`src/rtl/i2c_pkg.sv`:
```
// Shared I2C definitions: TX command word layout and FIFO sizing defaults.
package i2c_pkg;

    localparam int unsigned TX_WORD_W     = 10;
    localparam int unsigned STOP_BIT      = 9;
    localparam int unsigned START_BIT     = 8;
    localparam int unsigned DATA_MSB      = 7;
    localparam int unsigned TX_FIFO_DEPTH = 16;
    localparam int unsigned TX_FIFO_AW    = 4;

    // Command word as written by the register interface.
    typedef struct packed {
        logic       stop;
        logic       start;
        logic [7:0] data;
    } tx_word_t;

    // A start word with data[0] set carries a read byte count instead of an address.
    function automatic logic is_read_count(input tx_word_t w);
        return w.start & w.data[0];
    endfunction

endpackage

```
`src/rtl/i2c_fifo_ram.sv`:
```
// Register-array storage: one synchronous write port, one asynchronous read port.
module i2c_fifo_ram #(
    parameter int unsigned WIDTH = 10,
    parameter int unsigned DEPTH = 16,
    parameter int unsigned AW    = 4
) (
    input  logic             clk,
    input  logic             we,
    input  logic [AW-1:0]    waddr,
    input  logic [WIDTH-1:0] wdata,
    input  logic [AW-1:0]    raddr,
    output logic [WIDTH-1:0] rdata
);

    logic [WIDTH-1:0] mem [DEPTH];

    // Contents are deliberately not reset; pointers define validity.
    always_ff @(posedge clk) begin
        if (we) begin
            mem[waddr] <= wdata;
        end
    end

    assign rdata = mem[raddr];

endmodule

```
`src/rtl/i2c_tx_fifo.sv`:
```
// I2C transmit command FIFO: first-word-fall-through, occupancy counter, sticky overflow/underflow.
module i2c_tx_fifo
    import i2c_pkg::*;
#(
    parameter int unsigned DEPTH = TX_FIFO_DEPTH,
    parameter int unsigned AW    = TX_FIFO_AW
) (
    input  logic                 clk,
    input  logic                 rstn,
    input  logic                 tx_fifo_flush,
    input  logic                 tx_fifo_wr,
    input  logic [TX_WORD_W-1:0] tx_fifo_din,
    output logic                 tx_fifo_full,
    input  logic                 tx_fifo_rd,
    output logic [TX_WORD_W-1:0] tx_fifo_dout,
    output logic                 tx_fifo_empty,
    output logic [AW:0]          tx_fifo_occ,
    output logic                 tx_fifo_ovf,
    output logic                 tx_fifo_udf,
    input  logic                 ovf_udf_clr
);

    logic [AW-1:0] wp;
    logic [AW-1:0] rp;
    logic [AW:0]   occ;
    logic          ovf;
    logic          udf;

    logic wr_ok;
    logic rd_ok;
    logic wr_drop;
    logic rd_drop;
    logic ram_we;

    assign tx_fifo_full  = (occ == (AW+1)'(DEPTH));
    assign tx_fifo_empty = (occ == '0);
    assign tx_fifo_occ   = occ;
    assign tx_fifo_ovf   = ovf;
    assign tx_fifo_udf   = udf;

    // A full FIFO still takes a write when the same cycle pops the head.
    always_comb begin
        wr_ok   = 1'b0;
        rd_ok   = 1'b0;
        wr_drop = 1'b0;
        rd_drop = 1'b0;
        if (!tx_fifo_flush) begin
            rd_ok   = tx_fifo_rd & ~tx_fifo_empty;
            rd_drop = tx_fifo_rd &  tx_fifo_empty;
            wr_ok   = tx_fifo_wr & (~tx_fifo_full | tx_fifo_rd);
            wr_drop = tx_fifo_wr &  tx_fifo_full & ~tx_fifo_rd;
        end
    end

    assign ram_we = wr_ok;

    always_ff @(posedge clk or negedge rstn) begin
        if (!rstn) begin
            wp  <= '0;
            rp  <= '0;
            occ <= '0;
        end else if (tx_fifo_flush) begin
            wp  <= '0;
            rp  <= '0;
            occ <= '0;
        end else begin
            if (wr_ok) begin
                wp <= wp + AW'(1);
            end
            if (rd_ok) begin
                rp <= rp + AW'(1);
            end
            case ({wr_ok, rd_ok})
                2'b10:   occ <= occ + (AW+1)'(1);
                2'b01:   occ <= occ - (AW+1)'(1);
                default: occ <= occ;
            endcase
        end
    end

    // Sticky error flags; a new event in the clearing cycle wins.
    always_ff @(posedge clk or negedge rstn) begin
        if (!rstn) begin
            ovf <= 1'b0;
            udf <= 1'b0;
        end else begin
            if (wr_drop) begin
                ovf <= 1'b1;
            end else if (ovf_udf_clr) begin
                ovf <= 1'b0;
            end
            if (rd_drop) begin
                udf <= 1'b1;
            end else if (ovf_udf_clr) begin
                udf <= 1'b0;
            end
        end
    end

    i2c_fifo_ram #(
        .WIDTH (TX_WORD_W),
        .DEPTH (DEPTH),
        .AW    (AW)
    ) u_ram (
        .clk   (clk),
        .we    (ram_we),
        .waddr (wp),
        .wdata (tx_fifo_din),
        .raddr (rp),
        .rdata (tx_fifo_dout)
    );

endmodule
```
`config.mk`:
```
export PLATFORM = sky130hd
export DESIGN_NAME = i2c_tx_fifo
export DESIGN_NICKNAME = d
export VERILOG_FILES = /design/src/rtl/i2c_pkg.sv /design/src/rtl/i2c_fifo_ram.sv /design/src/rtl/i2c_tx_fifo.sv
export SDC_FILE = /design/constraint.sdc
export NUM_CORES = 1
export LEC_CHECK = 0
export CORE_UTILIZATION = 27
export CTS_CLUSTER_DIAMETER = 40
export DETAILED_ROUTE_END_ITERATION = 12
export GPL_ROUTABILITY_DRIVEN = 0
export PLACE_DENSITY = 0.43
export SLEW_MARGIN = 0
export SYNTH_ARGS = -nofsm -noshare
export SYNTH_HDL_FRONTEND = slang
export SYNTH_SLANG_ARGS = --single-unit
```
`constraint.sdc`:
```
create_clock -name clk -period 3.1 [get_ports clk]
set_input_delay 0.31 -clock clk [delete_from_list [all_inputs] [get_ports clk]]
set_output_delay 0.31 -clock clk [all_outputs]
set_load 0.02 [all_outputs]
```
# --- Word level (Yosys, flattened, before mapping) ---
# Memory sizes are Yosys's and may differ from the RTL's.
# Index checks and enable logic that the tools add are counted.
classes:
  addsub: 4
  n_eq_ne: 3
  muxes: 15
  bitwise_logic: 9
  reduce_logical: 6
op_table:
  columns: ["cell", "n"]
  rows:
  - ["two-way mux 4 bit", 4]
  - ["case mux 5 bit (2 select lines)", 1]
  - ["two-way mux 1 bit", 9]
  - ["adder 4 x 1 -> 4 bit, second input constant", 2]
  - ["nonzero test 2 bit", 4]
  - ["adder 5 x 1 -> 5 bit, second input constant", 1]
  - ["bitwise AND 1 bit", 5]
  - ["== test 5 bit, second input constant", 1]
  - ["logical NOT 5 bit", 1]
  - ["two-way mux 5 bit", 1]
  - ["subtractor 5 x 1 -> 5 bit, second input constant", 1]
  - ["NOT 1 bit", 3]
  - ["nonzero test 3 bit", 1]
  - ["== test 2 x 1 -> 1 bit, second input constant", 1]
  - ["== test 2 bit, second input constant", 1]
  - ["bitwise OR 1 bit", 1]
totals:
  register_bits: 15
  mem_bits_rw: 160
  output_inout_bits: 19
  wordCells: 43
  memories: 1
memory_table:
  columns: ["name", "words", "width", "read_ports", "rd_clocked_by_memory_dff", "write_ports", "line", "source"]
  rows:
  - ["u_ram.mem", 16, 10, 1, 0, 1, "i2c_fifo_ram.sv:15", "logic [WIDTH-1:0] mem [DEPTH];"]

# --- Depth between registers and ports, before layout ---
# Gate-level depths: netlist (run 1).
logic_depth:
  ltp_word: 8
  depth_mapped: 9
  ltp_nobuf: 8

# --- Modules after synthesis ---
# From an unflattened synthesis (run 1), not the netlist that was laid out.
hier_totals:
  cells_unflattened: 374
  area_unflattened_um2: 7135.6
modules_own_cells:
  columns: ["mod", "n_inst", "cells_each", "area_each_um2", "seq_area_each_um2"]
  rows:
  - ["i2c_fifo_ram", 1, 269, 6153.4, 4804.6]
  - ["i2c_tx_fifo", 1, 105, 982.2, 375.4]

# --- Worst setup path before layout (run 1) ---
# OpenSTA, ideal clock, no wires.
synth_timing:
  kind: "input -> register"
  from: "input port tx_fifo_wr"
  to: "register occ[4] (netlist: tx_fifo_occ[4])"
  t_arrival_ns: 2.318
  slack_ns: 0.641
  path_stages: 9
  n_path_buf: 1
  cell_sequence: "clkbuf_1 or3b_1 a21oi_1 xnor2_1 ha_1 or3_1 a21o_1 a41oi_1 o2111ai_1"
synth_between:
  elab_chain_cells: 5
  word_cells_on_any_way: 7
synth_lines:
  columns: ["element", "line", "source"]
  rows:
  - ["start: declaration", "i2c_tx_fifo.sv:11", "input logic tx_fifo_wr,"]
  - ["bitwise AND 1 bit *", "i2c_tx_fifo.sv:50", "wr_ok = tx_fifo_wr & (~tx_fifo_full | tx_fifo_rd);"]
  - ["two-way mux 1 bit *", "i2c_tx_fifo.sv:47", "if (!tx_fifo_flush) begin"]
  - ["== test 2 x 1 -> 1 bit / == test 2 bit (equally long branches)", "i2c_tx_fifo.sv:73", "case ({wr_ok, rd_ok})"]
  - ["case mux 5 bit (2 select lines)", "i2c_tx_fifo.sv:73", null]
  - ["two-way mux 5 bit", "i2c_tx_fifo.sv:62", "end else if (tx_fifo_flush) begin"]
  - ["end signal: assignment", "i2c_tx_fifo.sv:74", "2'b10: occ <= occ + (AW+1)'(1);"]
  - ["end signal: assignment", "i2c_tx_fifo.sv:75", "2'b01: occ <= occ - (AW+1)'(1);"]
  - ["end: declaration", "i2c_tx_fifo.sv:25", "logic [AW:0] occ;"]
# Mark *: on every way between the ends. The rest lies on a longest branch, timed or not.
# A chain may end at the register's enable or synchronous reset.

# --- Worst setup path after layout (run 1) ---
layout_timing:
  from: "register rp[0]"
  to: "output port tx_fifo_dout[1]"
layout_between:
  elab_chain_cells: 1
layout_lines:
  columns: ["element", "line", "source"]
  rows:
  - ["start: declaration", "i2c_tx_fifo.sv:24", "logic [AW-1:0] rp;"]
  - ["start signal: assignment", "i2c_tx_fifo.sv:71", "rp <= rp + AW'(1);"]
  - ["memory (16 x 10 bit)", null, null]
  - ["end: declaration", "i2c_tx_fifo.sv:15", "output logic [TX_WORD_W-1:0] tx_fifo_dout,"]
# No other way between the ends.

==> flow_metrics.env, run 1 <==
export IMPL_grt_max_degree=41
export IMPL_grt_antenna_before_repair=0
export IMPL_crit_type="reg2out"
export IMPL_cp_max_fo=25
export IMPL_pre_cts_slack_ns=0.198
export IMPL_timing_rr_end="tx_fifo_occ[4]$_DFFE_PN0P_"
export IMPL_cts_sinks=175
export IMPL_cp_end_kind="output pin"
export IMPL_drt_initial_drc_count=218
export IMPL_drive_above_1_share_pct=27.1
export IMPL_cts_path_max_buffers=2
export IMPL_grt_pass1_wl_mm=24.6
export IMPL_leakage_nw=2.76
export IMPL_initial_core_util_pct=27.4
export IMPL_cellPowerDensity_nw_per_um2=729
export IMPL_io_buffers=34
export IMPL_grt_overflow=0
export IMPL_dieArea_um2=27000
export IMPL_synthArstFlopShare_pct=8.57
export IMPL_max_cap_violations=0
export IMPL_dp_hpwl_mm=9.76
export IMPL_cts_max_level=4
export IMPL_cts_buffers=17
export IMPL_ir_worst_vdd_mv=0.417
export IMPL_skew_ns=0.0108
export IMPL_synth_edf_count=160
export IMPL_wirelength_mm=16.3
export IMPL_top_usage_layer="met2"
export IMPL_top_level_ports=35
export IMPL_drv_slew=0
export IMPL_globalRouteMet3Util_pct=2.86
export IMPL_post_route_worst_setup_slack_ns=0.0956
export IMPL_nets=442
export IMPL_globalRouteMet2Util_pct=21.4
export IMPL_grt_use_total_pct=13.1
export IMPL_timing_critical_path_from="rp[0]$_DFFE_PN0P_"
export IMPL_yosys_warnings=0
export IMPL_syn_inst=356
export IMPL_dieHeight_um=164
export IMPL_ys_ff_latch=175
export IMPL_reg2reg_depth=8
export IMPL_die_x_um=164
export IMPL_worstPathArrival_ns=2.69
export IMPL_rsz0062_at_grt="false"
export IMPL_final_cells=767
export IMPL_comb_power_share_pct=24.4
export IMPL_design_area_um2=8610
export IMPL_drtPass1Iterations=4
export IMPL_rows=59
export IMPL_synth_main_ff_cell="edfxtp_1"
export IMPL_fin_crit_sh_pct=96.9
export IMPL_fin_util_pct=33.1
export IMPL_critPathCapture="tx_fifo_dout[1]"
export IMPL_synthesis_nets=379
export IMPL_n_antenna_cell=0
export IMPL_tightest_slew_ns=0.907
export IMPL_status="finished clean"
export IMPL_required_ns=2.79
export IMPL_dp_cells=735
export IMPL_r2r_start="tx_fifo_occ[1]$_DFFE_PN0P_"
export IMPL_synth_cell_types=42
export IMPL_cts_root_buf="clkbuf_16"
export IMPL_cts_tree="done"
export IMPL_core_um2=26000
export IMPL_syn2layout_area_growth_pct=20.9
export IMPL_holdWs_ns=0.324
export IMPL_worst_setup_path_start_kind="register"
export IMPL_hold_violations=0
export IMPL_r2r_setup_slack_ns=0.43
export IMPL_drc=0
export IMPL_use_met1_pct=17.6
export IMPL_path_clk_slew_ns=0.07
export IMPL_syn_area_um2=7120
export IMPL_min_path_type="in2async"
export IMPL_drt_wirelength_per_cell_um=21.3
export IMPL_fin_crit_ns=3.00
export IMPL_syn_area_per_cell_um2=20.0
export IMPL_vias_per_cell=4.68
export IMPL_power_internal_mw=4.53
export IMPL_fmax_ghz=0.333
export IMPL_slew_headroom_pct=39.1
export IMPL_yosysSeqAreaShare_pct=72.7
export IMPL_setup_viol=0
export IMPL_ant_nets=0
export IMPL_netSwitchingPower_mw=1.75
export IMPL_total_power_mw=6.28
export IMPL_placedInstanceArea_um2=8060
export IMPL_seqPwrFrac_pct=43.8
export IMPL_swShare_pct=27.9
export IMPL_p_clk_share_pct=31.8
export IMPL_num_vias=3587
export IMPL_grt_pass1_vias=3817
export IMPL_finalSetupTns_ns=0
export IMPL_clock_latency_ns=0.42
## routing by layer
layer,up-vias,routed length (um)
met3,14,479
met1,1919,7570
li1,1585,-
met5,-,0
met2,69,8100
met4,0,184
## sequential cells by signal (all words and copies together), names as in the netlist
register	flops
u_ram.mem	160
tx_fifo_occ	5
rp	4
wp	4
tx_fifo_ovf	1
tx_fifo_udf	1
## cell type report
cell class / count / area (um^2)
sequential: 175 / 5180
fill: 2501 / 17400
tap: 335 / 419
clock buffer: 19 / 433
timing repair buffer: 63 / 597
inverter: 10 / 37.5
clock inverter: 13 / 115
multi-input combinational: 152 / 1830
## cells in the mapped netlist (2+ instances only)
master | instances | share of area (%)
edfxtp_1 | 160 | 67
mux4_2 | 50 | 16
nor2_1 | 22 | 1.2
dfrtp_1 | 15 | 5.3
inv_1 | 10 | 0.53
nand2_1 | 10 | 0.53
clkbuf_1 | 8 | 0.42
ha_1 | 7 | 1.2
nor3_1 | 7 | 0.49
a21oi_1 | 6 | 0.42
buf_2 | 5 | 0.35
nand2b_1 | 5 | 0.44
buf_4 | 4 | 0.42
xnor2_1 | 4 | 0.49
mux2i_1 | 3 | 0.42
nand3_1 | 3 | 0.21
or3_1 | 3 | 0.26
xor2_1 | 3 | 0.37
a211oi_1 | 2 | 0.21
a31oi_1 | 2 | 0.18
o2111ai_1 | 2 | 0.25
o211ai_1 | 2 | 0.21
o21ai_0 | 2 | 0.14
o221ai_1 | 2 | 0.25
o22ai_1 | 2 | 0.18
## power groups by stage
stage | clock (mW) | sequential [mW] | combinational, mW
2_1_floorplan | 0 | 2.79 | 1.04
3_3_place_gp | 0 | 2.80 | 1.57
3_5_place_dp | 0 | 2.80 | 1.56
4_1_cts | 2.06 | 2.75 | 1.56
5_1_grt | 2.14 | 2.76 | 1.65
6_report | 1.99 | 2.75 | 1.53
## worst min-delay path by stage
stage / startpoint / endpoint / depth (start not counted)
floorplan: rstn / rp[0]$_DFFE_PN0P_ / 0
global placement: tx_fifo_ovf$_DFFE_PN0P_ / tx_fifo_ovf$_DFFE_PN0P_ / 2
detailed placement: tx_fifo_ovf$_DFFE_PN0P_ / tx_fifo_ovf$_DFFE_PN0P_ / 2
CTS: rstn / tx_fifo_ovf$_DFFE_PN0P_ / 1
global route: rstn / tx_fifo_ovf$_DFFE_PN0P_ / 1
finish: rstn / tx_fifo_ovf$_DFFE_PN0P_ / 1
## cell families (layout without fill, tap and decap cells)
| family | Yosys count | in the layout | share of synthesized area, % |
|---|---|---|---|
| buf+inv | 29 | 105 | 1.93 |
| fa+ha+maj | 7 | 7 | 1.23 |
| mux | 53 | 53 | 16.2 |
| simple gates | 57 | 57 | 4.16 |
| compound gates | 28 | 28 | 2.86 |
| flops | 175 | 175 | 72.7 |
| xor+xnor | 7 | 7 | 0.861 |
## critical path, stage by stage (launching register included)
cell	delay [ns]
dfrtp_2	0.41
buf_12	0.25
mux4_2	0.55
mux4_2	0.47
clkdlybuf4s50_1	0.56
## cells in the final DEF, fill, tap and decap left out, drive strengths merged, types with 2 or more instances in the layout
cell type / synthesis / routed
xor2: 3 / 3
mux4: 50 / 50
or3: 3 / 3
dfrtp: 15 / 15
nand3: 3 / 3
nor2: 22 / 22
xnor2: 4 / 4
clkbuf: 8 / 19
a211oi: 2 / 2
buf: 11 / 29
nand2: 10 / 10
nand2b: 5 / 5
inv: 10 / 13
a31oi: 2 / 2
mux2i: 3 / 3
ha: 7 / 7
o2111ai: 2 / 2
nor3: 7 / 7
clkinv: 0 / 7
o211ai: 2 / 2
o22ai: 2 / 2
o31ai: 2 / 2
clkdlybuf4s50: 0 / 32
edfxtp: 160 / 160
o21ai: 3 / 3
a21oi: 6 / 6
o221ai: 2 / 2
clkinvlp: 0 / 2
## timing repair
| item | in CTS | in global routing |
|---|---|---|
| hold buffers | 0 | 0 |
| hold endpoints to repair | 0 | 0 |
| cloned | 0 | 0 |
| endpoints found under the setup margin | 1 | 1 |
| setup buffers | 0 | 0 |
| resized for setup | 1 | 1 |
| pin swaps | 0 | 0 |
No activity file was read; power rests on OpenSTA's default activity.
==> inputs of run 2 (changes only) <==
CELL_PAD_IN_SITES_DETAIL_PLACEMENT = 0   (was unset)
CELL_PAD_IN_SITES_GLOBAL_PLACEMENT = 1   (was unset)
CTS_CLUSTER_DIAMETER = 200   (was 40)
PLACE_DENSITY = 0.47   (was 0.43)
==> run 2 against run 1 <==
  * Sequential cell count stayed put
  * Clock skew down 0.0015 ns
  * Routed wire length is 2.2% higher
  * Clock-buffer cell count decreased by 2
  * Global-route usage up 0.16 points
  * Maximum frequency increased by 0.68%
  * First-iteration DRC count grew 22%
  * Via count up 2.1%
  * Combinational power barely moved
==> flow_metrics.env, run 2 (same netlist as run 1, synthesis figures left out) <==
export IMPL_wirelength_mm=16.7
export IMPL_grt_pass1_wl_mm=25.2
export IMPL_holdWs_ns=0.337
export IMPL_required_ns=2.79
export IMPL_fin_crit_sh_pct=96.3
export IMPL_n_fill_cell=2489
export IMPL_dieHeight_um=164
export IMPL_leakage_nw=2.80
export IMPL_dp_hpwl_mm=10.1
export IMPL_post_route_worst_setup_slack_ns=0.116
export IMPL_drtPass1Iterations=4
export IMPL_hold_buffers=0
export IMPL_status="finished clean"
export IMPL_drt_wirelength_per_cell_um=21.7
export IMPL_rsz0062_at_grt="false"
export IMPL_initial_core_util_pct=27.4
export IMPL_slew_headroom_pct=43.4
export IMPL_grt_max_degree=36
export IMPL_cellPowerDensity_nw_per_um2=742
export IMPL_cts_buffers=17
export IMPL_swShare_pct=27.2
export IMPL_nets=444
export IMPL_drv_slew=0
export IMPL_seqPwrFrac_pct=42.9
export IMPL_pre_cts_slack_ns=0.190
export IMPL_power_internal_mw=4.69
export IMPL_clock_latency_ns=0.42
export IMPL_fin_crit_ns=2.98
export IMPL_final_cell_mix="160 x edfxtp_1, 50 x mux4_2, 28 x buf_4, 26 x clkdlybuf4s50_1, 22 x nor2_1"
export IMPL_dieArea_um2=27000
export IMPL_cts_max_level=4
export IMPL_fmax_ghz=0.335
export IMPL_worst_setup_path_start_kind="register"
export IMPL_min_path_type="in2async"
export IMPL_netSwitchingPower_mw=1.75
export IMPL_layout_commonest_cell="edfxtp_1"
export IMPL_rows=59
export IMPL_top_register="u_ram.mem"
export IMPL_vias_per_cell=4.76
export IMPL_cts_sinks=175
export IMPL_p_clk_share_pct=33.3
export IMPL_ir_worst_vdd_mv=0.410
export IMPL_ant_nets=0
export IMPL_cts_root_buf="clkbuf_16"
export IMPL_core_um2=26000
export IMPL_num_vias=3661
export IMPL_path_clk_slew_ns=0.07
export IMPL_grt_pass1_vias=3969
export IMPL_comb_power_share_pct=23.8
export IMPL_top_level_ports=35
export IMPL_cts_path_max_buffers=2
export IMPL_largest_reg_flops=160
export IMPL_syn2layout_area_growth_pct=21.9
export IMPL_cp_max_fo=17
export IMPL_max_cap_violations=0
export IMPL_grt_antenna_before_repair=0
export IMPL_worstPathArrival_ns=2.67
export IMPL_grt_use_total_pct=13.3
export IMPL_crit_type="reg2out"
export IMPL_skew_ns=0.00930
export IMPL_setup_viol=0
export IMPL_tightest_slew_ns=0.844
export IMPL_grt_overflow=0
export IMPL_cp_end_kind="output pin"
export IMPL_drc=0
export IMPL_die_x_um=164
export IMPL_drive_above_1_share_pct=27.4
export IMPL_io_buffers=34
export IMPL_cts_tree="done"
export IMPL_n_antenna_cell=0
export IMPL_hold_violations=0
export IMPL_drt_initial_drc_count=267
export IMPL_finalSetupTns_ns=0
==> run 2: power groups by stage <==
stage / Sequential (mW) / Combinational [mW] / Clock, mW
2_1_floorplan: 2.79 / 1.04 / 0
3_3_place_gp: 2.81 / 1.54 / 0
3_5_place_dp: 2.81 / 1.53 / 0
4_1_cts: 2.76 / 1.57 / 2.20
5_1_grt: 2.77 / 1.65 / 2.29
6_report: 2.76 / 1.53 / 2.15
==> run 2: layer usage <==
metal,wire (um),part of all wire [%],track usage [%],up-vias
met5,0,0,0,-
met4,221,1.3,3.92,0
met3,596,3.6,2.59,17
met2,8450,51,22.6,84
met1,7420,44,17.3,1963
li1,-,-,-,1597
==> run 2: critical path, stage by stage, from the launching register on <==
cell and delay, ns:
dfrtp_2 0.45, buf_12 0.22, mux4_2 0.53, mux4_2 0.49
clkdlybuf4s50_1 0.56
==> run 2: final timing paths <==
path / start / endpoint / slack, ns / cells after the start
setup / recovery: rp[0]$_DFFE_PN0P_ / tx_fifo_dout[0] / 0.12 / 4
hold / removal: rstn / tx_fifo_udf$_DFFE_PN0P_ / 0.34 / 1
setup reg to reg: tx_fifo_occ[1]$_DFFE_PN0P_ / tx_fifo_occ[4]$_DFFE_PN0P_ / 0.41 / 8
hold reg to reg: tx_fifo_ovf$_DFFE_PN0P_ / tx_fifo_ovf$_DFFE_PN0P_ / 0.55 / 2
max in group asynchronous: rstn / rp[0]$_DFFE_PN0P_ / 2.24 / 1
min in group clk: ovf_udf_clr / tx_fifo_ovf$_DFFE_PN0P_ / 0.53 / 2
==> run 2: per-stage QoR <==
step	utilization [%]	total power, mW	instances	cell area (um^2)
2_1_floorplan	-	3.82	356	7120
3_3_place_gp	31.0	4.35	735	8050
3_5_place_dp	31.0	4.34	735	8050
4_1_cts	33.4	6.53	769	8670
5_1_grt	33.4	6.71	769	8680
6_report	33.4	6.44	769	8680
==> run 2: area by class of cell <==
type / instances / area, um^2 / area share, %
Clock buffer: 17 / 425 / 4.90
Clock inverter: 15 / 169 / 1.95
Inverter: 10 / 37.5 / 0.432
Multi-Input combinational cell: 152 / 1830 / 21.0
Sequential cell: 175 / 5180 / 59.7
Tap cell: 335 / 419 / 4.83
Timing Repair Buffer: 65 / 621 / 7.15
==> run 2: repair_timing <==
action | in CTS | in global routing
endpoints found under the setup margin | 9 | 2
setup buffers | 1 | 0
cloned | 1 | 0
resized for setup | 6 | 2
hold endpoints to repair | 0 | 0
